===== config.mk =====
export PLATFORM = sky130hd
export DESIGN_NAME = irq_pending_latch
export DESIGN_NICKNAME = d
export VERILOG_FILES = /design/src/rtl/irq_pending_latch.sv
export SDC_FILE = /design/constraint.sdc
export NUM_CORES = 1
export LEC_CHECK = 0
export CAP_MARGIN = 0
export CORE_MARGIN = 3
export CORE_UTILIZATION = 49
export CTS_CLUSTER_DIAMETER = 30
export CTS_CLUSTER_SIZE = 40
export DETAILED_ROUTE_END_ITERATION = 10
export GPL_TIMING_DRIVEN = 0
export MAX_ROUTING_LAYER = met4
export PLACE_DENSITY_LB_ADDON = 0.08
export SLEW_MARGIN = 0
export SYNTH_ARGS = -nofsm -noshare
export SYNTH_HDL_FRONTEND = slang
export SYNTH_SLANG_ARGS = --single-unit

===== constraint.sdc =====
create_clock -name clk -period 2.3 [get_ports clk]
set_clock_uncertainty 0.15 [all_clocks]
set_input_delay 0.23 -clock clk [delete_from_list [all_inputs] [get_ports clk]]
set_output_delay 0.23 -clock clk [all_outputs]
set_load 0.05 [all_outputs]

===== src/rtl/irq_pending_latch.sv =====
// rtl/irq_pending_latch.sv - synchronised, sticky, maskable interrupt pending latch
module irq_pending_latch #(
    parameter int WIDTH       = 16,
    parameter int SYNC_STAGES = 2,
    parameter int EDGE_MODE   = 1,
    parameter int IDX_W       = (WIDTH > 2) ? $clog2(WIDTH) : 1
) (
    input  logic             clk,
    input  logic             rst_n,
    input  logic             ena,
    input  logic [WIDTH-1:0] req_in,
    input  logic             mask_we,
    input  logic [WIDTH-1:0] mask_in,
    input  logic             ack_valid,
    input  logic [IDX_W-1:0] ack_idx,
    input  logic             ovf_clr,
    output logic [WIDTH-1:0] pend_out,
    output logic             any_pend,
    output logic [WIDTH-1:0] overflow
);

    logic [WIDTH-1:0] sync_q [SYNC_STAGES];
    logic [WIDTH-1:0] prev_q;
    logic [WIDTH-1:0] pend_q;
    logic [WIDTH-1:0] mask_q;
    logic [WIDTH-1:0] ovf_q;

    logic [WIDTH-1:0] sync_now;
    logic [WIDTH-1:0] set_ev;
    logic [WIDTH-1:0] clr_ev;
    logic [WIDTH-1:0] ovf_set;
    logic [WIDTH-1:0] pend_d;
    logic [WIDTH-1:0] ovf_d;

    assign sync_now = sync_q[SYNC_STAGES-1];

    always_comb begin
        clr_ev = '0;
        for (int i = 0; i < WIDTH; i++) begin
            if (ack_valid && (ack_idx == IDX_W'(i))) begin
                clr_ev[i] = 1'b1;
            end
        end
    end

    // A fresh event beats a simultaneous ack, so nothing is lost on that collision.
    always_comb begin
        set_ev  = (EDGE_MODE != 0) ? (sync_now & ~prev_q) : sync_now;
        ovf_set = (EDGE_MODE != 0) ? (set_ev & pend_q & ~clr_ev) : '0;
        pend_d  = set_ev | (pend_q & ~clr_ev);
        ovf_d   = ovf_set | (ovf_clr ? '0 : ovf_q);
    end

    always_ff @(posedge clk or negedge rst_n) begin
        if (!rst_n) begin
            for (int s = 0; s < SYNC_STAGES; s++) begin
                sync_q[s] <= '0;
            end
            prev_q <= '0;
            pend_q <= '0;
            mask_q <= '1;
            ovf_q  <= '0;
        end else if (ena) begin
            sync_q[0] <= req_in;
            for (int s = 1; s < SYNC_STAGES; s++) begin
                sync_q[s] <= sync_q[s-1];
            end
            prev_q <= sync_now;
            pend_q <= pend_d;
            ovf_q  <= ovf_d;
            if (mask_we) begin
                mask_q <= mask_in;
            end
        end
    end

    assign pend_out = pend_q & mask_q;
    assign any_pend = |(pend_q & mask_q);
    assign overflow = ovf_q;

endmodule


Yosys cells after proc, flatten, opt, wreduce, memory -nomap -nowiden --
Index checks and enable logic that the tools add are counted.
Word-level totals: bits in registers 96, output and inout port bits 33
Cells by class: eq/ne operators 15, muxes and demuxes 17, bitwise operators 9, reduce and logical (&&, ||, !) cells 19
Operators by type and width (count):
- 16-bit AND | 5
- 4-bit equality test (second input constant) | 8
- 16-bit NOT | 2
- 16-bit OR | 2
- 4-bit by 3-bit equality test with 1-bit output (second input constant) | 4
- 1-bit logical AND | 16
- 1-bit two-way mux | 16
- 16-bit two-way mux | 1
- 16-bit OR reduction | 1
- 4-bit by 2-bit equality test with 1-bit output (second input constant) | 2
- 4-bit by 1-bit equality test with 1-bit output (second input constant) | 1
- 4-bit logical NOT | 1
- 2-bit AND reduction | 1

Depth between registers and ports, before layout --
Gate-level depths: netlist of run 1.
depth after elaboration 6, depth in mapped cells 5

Least setup slack after synthesis of run 1 --
Ideal clock, no wire load.
kind register to output, from reg pend_q[6], to out any_pend, arrival time 1.989 ns, required time 1.920 ns, path slack -0.069 ns, cell stages (with the launch flop) 4, cell sequence dfrtp_1 -> and2_1 -> or4_1 -> or4_1
Between the ends: word-level cells in the longest chain between the ends 2
Ends and longest elaborated chain:
- start, declared | RTL line 24 | logic [WIDTH-1:0] pend_q;
- start signal, assigned | RTL line 69 | pend_q <= pend_d;
- 16-bit AND
- named net pend_out[6] | RTL line 17 | output logic [WIDTH-1:0] pend_out,
- 16-bit OR reduction | RTL line 78 | assign any_pend = |(pend_q & mask_q);
- end, declared | RTL line 18 | output logic any_pend,
The timed path passes the listed nets, and every way through them passes these cells.

Worst setup path after layout of run 1 --
from reg pend_q[9], to out any_pend
Between the ends: word-level cells in the longest chain between the ends 2
Ends and longest elaborated chain (RTL line):
- 16-bit AND | 78
- 16-bit OR reduction | 78
No other way between the ends.

==> summary.txt, run 1 <==
STA
  • Fin. max-slew vios: 0
  • Setup ws final: -225 ps
  • Setup TNS Final: -225 ps
  • Crit share post-route: 110%
  • RSZ-0062 raised after global routing: yes
  • Fin. Hold Viols: 0
  • Worst slew margin relative to its limit: 62.3%
  • # setup viols final: 1
  • Min Tclk post-route: 2530 ps
  • Max Clk Rate: 396 MHz
  • Worst Tran Pin Value: 565 ps

Logic synthesis
  • Synth area leader: dfrtp_1
  • Post-synthesis mux area share: 16.9%
  • Yosys warnings: 0
  • Synthesized cell area: 3990 sq um
  • Largest family of logic cells by synthesized area: multiplexers
  • Synth top area share: 50.1%
  • Top post-synthesis cells by area: dfrtp_1 (50%), mux2_2 (17%), dfstp_2 (11%), o21ai_0 (3.0%), nand2_1 (2.3%)
  • Syn_nets: 356
  • Yosys cell types: 28
  • Post-synthesis sequential area ratio: 60.7%
  • Simple-gate share of the synthesized area: 11.7%
  • #FFs+latches synth: 96
  • Syn avg cell area: 12.7 sq um
  • Synth Area in Compound Gates: 7.93%
  • Mapped Cells: 314
  • Xor-xnor portion of the synthesized cell area: 0%
  • Adder-Cell Fraction of Synth Area: 0%

Placement
  • Port-buffer cells: 73
  • Post-DP Area: 4880 sq um
  • HPWL Detailed: 6330 um
  • RePlAce Congestion: 0.878

Final layout
  • Most frequent cells in the layout: dfrtp_1 (80), clkdlybuf4s50_1 (67), mux2_2 (60)
  • Final instance area: 5190 sq um
  • Area of the multi-input gates: 1480 sq um
  • Antenna Cells: 0
  • Area growth syn-to-layout: 29.9%
  • Fraction of layout cells with a size suffix above 1: 27.7%
  • Register area: 2420 sq um
  • Commonest non-fill, non-tap cell in the layout: dfrtp_1
  • Fillers: 624
  • Post-layout nets: 449

Clock network
  • CTS Buffer Depth: 2
  • Clock transition at path regs: 90 ps
  • Total CTS buffers: 9
  • CTS Sinks: 96
  • # H-tree levels: 3
  • Worst skew pair latency: 370 ps
  • Clk root buf: clkbuf_8
  • CTS tree: done

Global routing
  • Gr usage total: 21.5%
  • Grt ovf: 0
  • Number of global-route vias before repair: 2,803
  • Largest net degree at the start of global routing: 64
  • First-pass GRT wire length: 14,300 um
  • Initial antenna violation count: 0

Floorplanning
  • Die W: 96.3 um
  • Die area: 9270 sq um
  • Core area: 7810 sq um
  • Starting Density: 51.2%
  • Die height: 96.3 um
  • Num rows: 32
  • # IOs: 75

Route
  • Met2 WL: 3930 um
  • DRC viols: 0
  • DR vias: 2,743
  • Met3 routed WL: 649 um
  • WL final: 8780 um
  • Antenna-violating nets left: 0
  • First-pass DRT Iterations: 4
  • Top Layer Used: met4
  • Via density: 5.34
  • WL per Instance: 17.1 um
  • Drt initial violations: 183
  • Met1 wire length: 4020 um

Critical path
  • Crit end category: output port
  • WP data required: 1920 ps
  • CP max stage delay: 550 ps
  • Max FO, Critical Path: 2
  • Crit-path cells: and2_4 > or4_1 > or4_4 > buf_8
  • Critical path's slowest cell: or4_4
  • Startpoint Class: flop
  • Worst Path Arrival: 2150 ps
  • Crit path kind: flop to output port
  • Reg-to-reg slack, setup: 1030 ps

Status
  • Failing checks: negative setup slack
  • Status: complete, but fails checks

Pwr
  • Peak supply drop: 0.509 mV
  • Power Dens Cells: 925 nW/um^2
  • Leak Pwr: 2.26 nW

Job
  • # Max-Cap Violations: 0

Hold path
  • Min-Delay Path Class: input port to asynchronous set/reset pin
where the power goes:
| part | switching [W] | internal, W | total (W) |
|---|---|---|---|
| combinational | 0.000829 | 0.000601 | 0.00143 |
| clock | 0.000595 | 0.000614 | 0.00121 |
| sequential | 0.000165 | 0.00200 | 0.00216 |
sequential cells by signal, summed over array words and instances (netlist names):
signal / cells
mask_q: 16
overflow: 16
pend_q: 16
prev_q: 16
sync_now: 16
sync_q: 16
path summary, 6_finish.rpt:
kind | to | cells after the start | startpoint
hold reg to reg | overflow[8] | 1 | overflow[8]
setup / recovery | any_pend | 4 | pend_q[9]
setup reg to reg | overflow[1] | 3 | prev_q[1]
hold / removal | pend_q[11] | 2 | rst_n
max in group asynchronous | mask_q[7] | 3 | rst_n
min in group clk | pend_q[2] | 4 | ena
Yosys cell counts (all sizes together):
master   instances
nor2             9
a21o             8
o21ai           24
or2              1
nand4b           2
mux2            60
nor3b            1
a22o             4
nand2           24
nand4bb          1
buf              4
nand3            3
nand2b           2
a311oi           1
a211oi           7
and3b            2
or4              5
and2            16
clkbuf           8
a32o             4
dfrtp           80
nand3b          12
nor2b            2
dfstp           16
nand4            1
inv             16
and3             1
worst max-delay path: cells and delay by family, from the launching register on:
family,cells,cell delay [ps]
DFF,1,400
buffers and inverters,1,170
and+or+nand+nor,3,1200
metrics by stage:
stage	utilization [%]	setup slack (ps)	power, W	hold slack, ps	cells
2_1_floorplan	-	52.3	0.00305	-216	314
3_3_place_gp	62.2	-2630	0.00356	314	489
3_5_place_dp	62.5	-401	0.00360	65.4	490
4_1_cts	66.2	-223	0.00483	213	513
5_1_grt	66.5	-280	0.00504	229	514
6_report	66.5	-225	0.00480	200	514
routing by layer:
layer  track usage, %  vias to the layer above
met5                -                        -
met4             8.29                        0
li1                 -                     1288
met2             31.4                       96
met3             6.57                       15
met1             28.2                     1344
what timing repair did:
item	4_1_cts	5_1_grt
endpoints found under the setup margin	1	5
hold buffers	1	0
setup buffers	6	1
gates resized for setup	11	5
pin swaps	3	1
cloned	0	0
endpoints found under the hold margin	33	0
logic make-up after synthesis:
family	count (synthesis)
simple gates	82
flops	96
compound gates	48
mux	60
buf+inv	28
final cells by class:
class                      instances  share of cell area (%)
tap                              102                    2.46
buffer                            12                   0.964
inverter                          16                    1.16
timing repair buffer              82                    16.1
clock buffer                       9                    2.39
clock inverter                     7                    1.83
multi-input combinational        190                    28.5
sequential                        96                    46.7
Note: power is estimated with default switching activity, not from simulation.
==> inputs of run 2 (changes only) <==
- CAP_MARGIN: 0 -> 15
==> results of run 2 <==
Same layout as run 1: the final DEF is identical, and so are final timing and power.
==> inputs of run 3 (changes only) <==
- CORE_MARGIN: 3 -> 2
==> run 3 against run 2 <==
The run still ends with negative setup slack left. Wire length is 1.8% lower. Sequential power hardly changed. Count of clock-buffer cells in the layout is 4 higher. Utilization is 0.16 points higher. Worst setup slack better by 28 ps. Sequential share of layout area is 0.11 points lower. Cell count is 0.39% higher. First-iteration DRC count is 45% lower. Largest cell class unchanged. Largest power group unchanged.
==> summary.txt, run 3 (synthesized netlist as in run 1, its figures left out) <==
Critical path
  • Cell seen most often among critical-path stages: or4_4
  • WP data required: 1920 ps (about the same)
  • Crit-path cells: and2_4 > or4_4 > or4_4 > buf_8 (was and2_4 > or4_1 > or4_4 > buf_8)
  • Startpoint Class: flop (unchanged)
  • Crit path kind: flop to output port (unchanged)
  • Worst Path Arrival: 2120 ps (was 2150 ps)
  • Reg-to-reg slack, setup: 1080 ps (was 1030 ps)
  • Critical path's slowest cell: or4_4 (unchanged)
  • CP max stage delay: 550 ps (about the same)
  • Max FO, Critical Path: 2 (unchanged)
  • Crit end category: output port (unchanged)
  • Critical path buffer and inverter count: 1 (unchanged)
  • Crit path max-delay family: simple AND/OR/NAND/NOR gates (unchanged)

Final layout
  • Post-layout nets: 451 (was 449)
  • Commonest non-fill, non-tap cell in the layout: dfrtp_1 (unchanged)
  • Area growth syn-to-layout: 30.3% (was 29.9%)
  • Fraction of layout cells with a size suffix above 1: 28.5% (was 27.7%)
  • Most frequent cells in the layout: dfrtp_1 (80), clkdlybuf4s50_1 (71), mux2_2 (60) (was dfrtp_1 (80), clkdlybuf4s50_1 (67), mux2_2 (60))
  • Antenna Cells: 0 (unchanged)

Route
  • Antenna-violating nets left: 0 (unchanged)
  • Via density: 5.34 (about the same)
  • WL per Instance: 16.7 um (was 17.1 um)
  • DR vias: 2,753 (was 2,743)
  • DRC viols: 0 (unchanged)
  • WL final: 8620 um (was 8780 um)
  • First-pass DRT Iterations: 6 (was 4)
  • Drt initial violations: 100 (was 183)

Floorplanning
  • Die height: 94.3 um (was 96.3 um)
  • Core area: 7810 sq um (unchanged)
  • Die area: 8890 sq um (was 9270 sq um)
  • Starting Density: 51.2% (unchanged)
  • # IOs: 75 (unchanged)
  • Num rows: 32 (unchanged)
  • Die W: 94.3 um (was 96.3 um)

Global routing
  • Number of global-route vias before repair: 2,877 (was 2,803)
  • Gr usage total: 21.5% (about the same)
  • First-pass GRT wire length: 14,100 um (was 14,300 um)
  • Grt ovf: 0 (unchanged)
  • Largest net degree at the start of global routing: 73 (was 64)
  • Initial antenna violation count: 0 (unchanged)

Clock network
  • CTS tree: done (unchanged)
  • Worst skew pair latency: 350 ps (was 370 ps)
  • # H-tree levels: 3 (unchanged)
  • Total CTS buffers: 9 (unchanged)
  • Clock transition at path regs: 90 ps (about the same)
  • CTS Buffer Depth: 2 (unchanged)
  • CTS Sinks: 96 (unchanged)
  • Clk root buf: clkbuf_8 (unchanged)

Hold path
  • Min-Delay Path Class: input port to asynchronous set/reset pin (unchanged)

STA
  • Hold_ws: 182 ps (was 200 ps)
  • Crit share post-route: 109% (was 110%)
  • RSZ-0062 raised after global routing: yes (unchanged)
  • Worst Tran Pin Value: 567 ps (was 565 ps)
  • Fin. Hold Viols: 0 (unchanged)
  • # setup viols final: 1 (unchanged)
  • Fin. max-slew vios: 0 (unchanged)
  • Max Clk Rate: 400 MHz (was 396 MHz)
  • Setup TNS Final: -198 ps (was -225 ps)
  • Worst slew margin relative to its limit: 62.2% (was 62.3%)
  • Setup ws final: -198 ps (was -225 ps)
  • Min Tclk post-route: 2500 ps (was 2530 ps)

Placement
  • Port-buffer cells: 73 (unchanged)
  • HPWL Detailed: 6220 um (was 6330 um)
  • RePlAce Congestion: 0.876 (was 0.878)

Pwr
  • Power Dens Cells: 924 nW/um^2 (was 925 nW/um^2)
  • Peak supply drop: 0.345 mV (was 0.509 mV)
  • Leak Pwr: 2.24 nW (was 2.26 nW)

Status
  • Status: complete, but fails checks (unchanged)
  • Failing checks: negative setup slack (unchanged)

Job
  • # Max-Cap Violations: 0 (unchanged)
## run 3: cell types whose count changed in the layout (fill, tap and decap cells not counted), sizes merged, moves of 2 or more
cell and change:
dlymetal6s2s -4, clkdlybuf4s50 +4, buf +2, clkbuf +4
clkinv -2
## run 3: path summary, 6_finish.rpt
kind	from	endpoint	cells after the start
max in group asynchronous	rst_n	mask_q[4]	3
setup reg to reg	prev_q[3]	overflow[3]	3
hold reg to reg	overflow[2]	overflow[2]	1
min in group clk	ena	pend_q[3]	4
setup / recovery	pend_q[14]	any_pend	4
hold / removal	rst_n	pend_q[11]	2
## run 3: area by class of cell
type                            count  area, sq um
Buffer                             12         50.0
Inverter                           16         60.1
Sequential cell                    96         2420
Fill cell                         607         2610
Multi-Input combinational cell    190         1490
Timing Repair Buffer               84          838
Clock inverter                      3         65.1
Tap cell                          102          128
Clock buffer                       13          149
## run 3: report_power, final
part	total [W]	internal (W)	switching, W
registers	0.00217	0.00200	0.000168
logic	0.00145	0.000622	0.000831
clock network	0.00119	0.000643	0.000546
total	0.00481	0.00326	0.00154
## run 3: repair_timing
action / CTS / global route
hold buffers: 1 / 0
setup endpoints to repair: 1 / 1
resized for setup: 9 / 8
cloned: 0 / 0
pin swaps: 1 / 4
setup buffers: 5 / 4
endpoints found under the hold margin: 24 / 0
## run 3: metal layers
metal  up-vias  GRT usage, %  routed length [um]  share of wire, %
li1       1289             -                   -                 -
met1      1345          29.3                3960                46
met2       108          33.4                3990                46
met3        11          3.29                 570               6.6
met4         0          7.49                  99               1.1
met5         -             -                   0                 0
## run 3: through the flow
step                      instances  util, %  setup slack (ps)  instance area, sq um  power (W)
after floorplan                 314        -              52.3                  4000    0.00305
after global placement          489     62.2             -2600                  4860    0.00356
after detailed placement        490     62.5              -370                  4880    0.00360
after CTS                       512     66.0              -206                  5150    0.00481
after global routing            516     66.6              -232                  5200    0.00503
final                           516     66.6              -198                  5200    0.00481
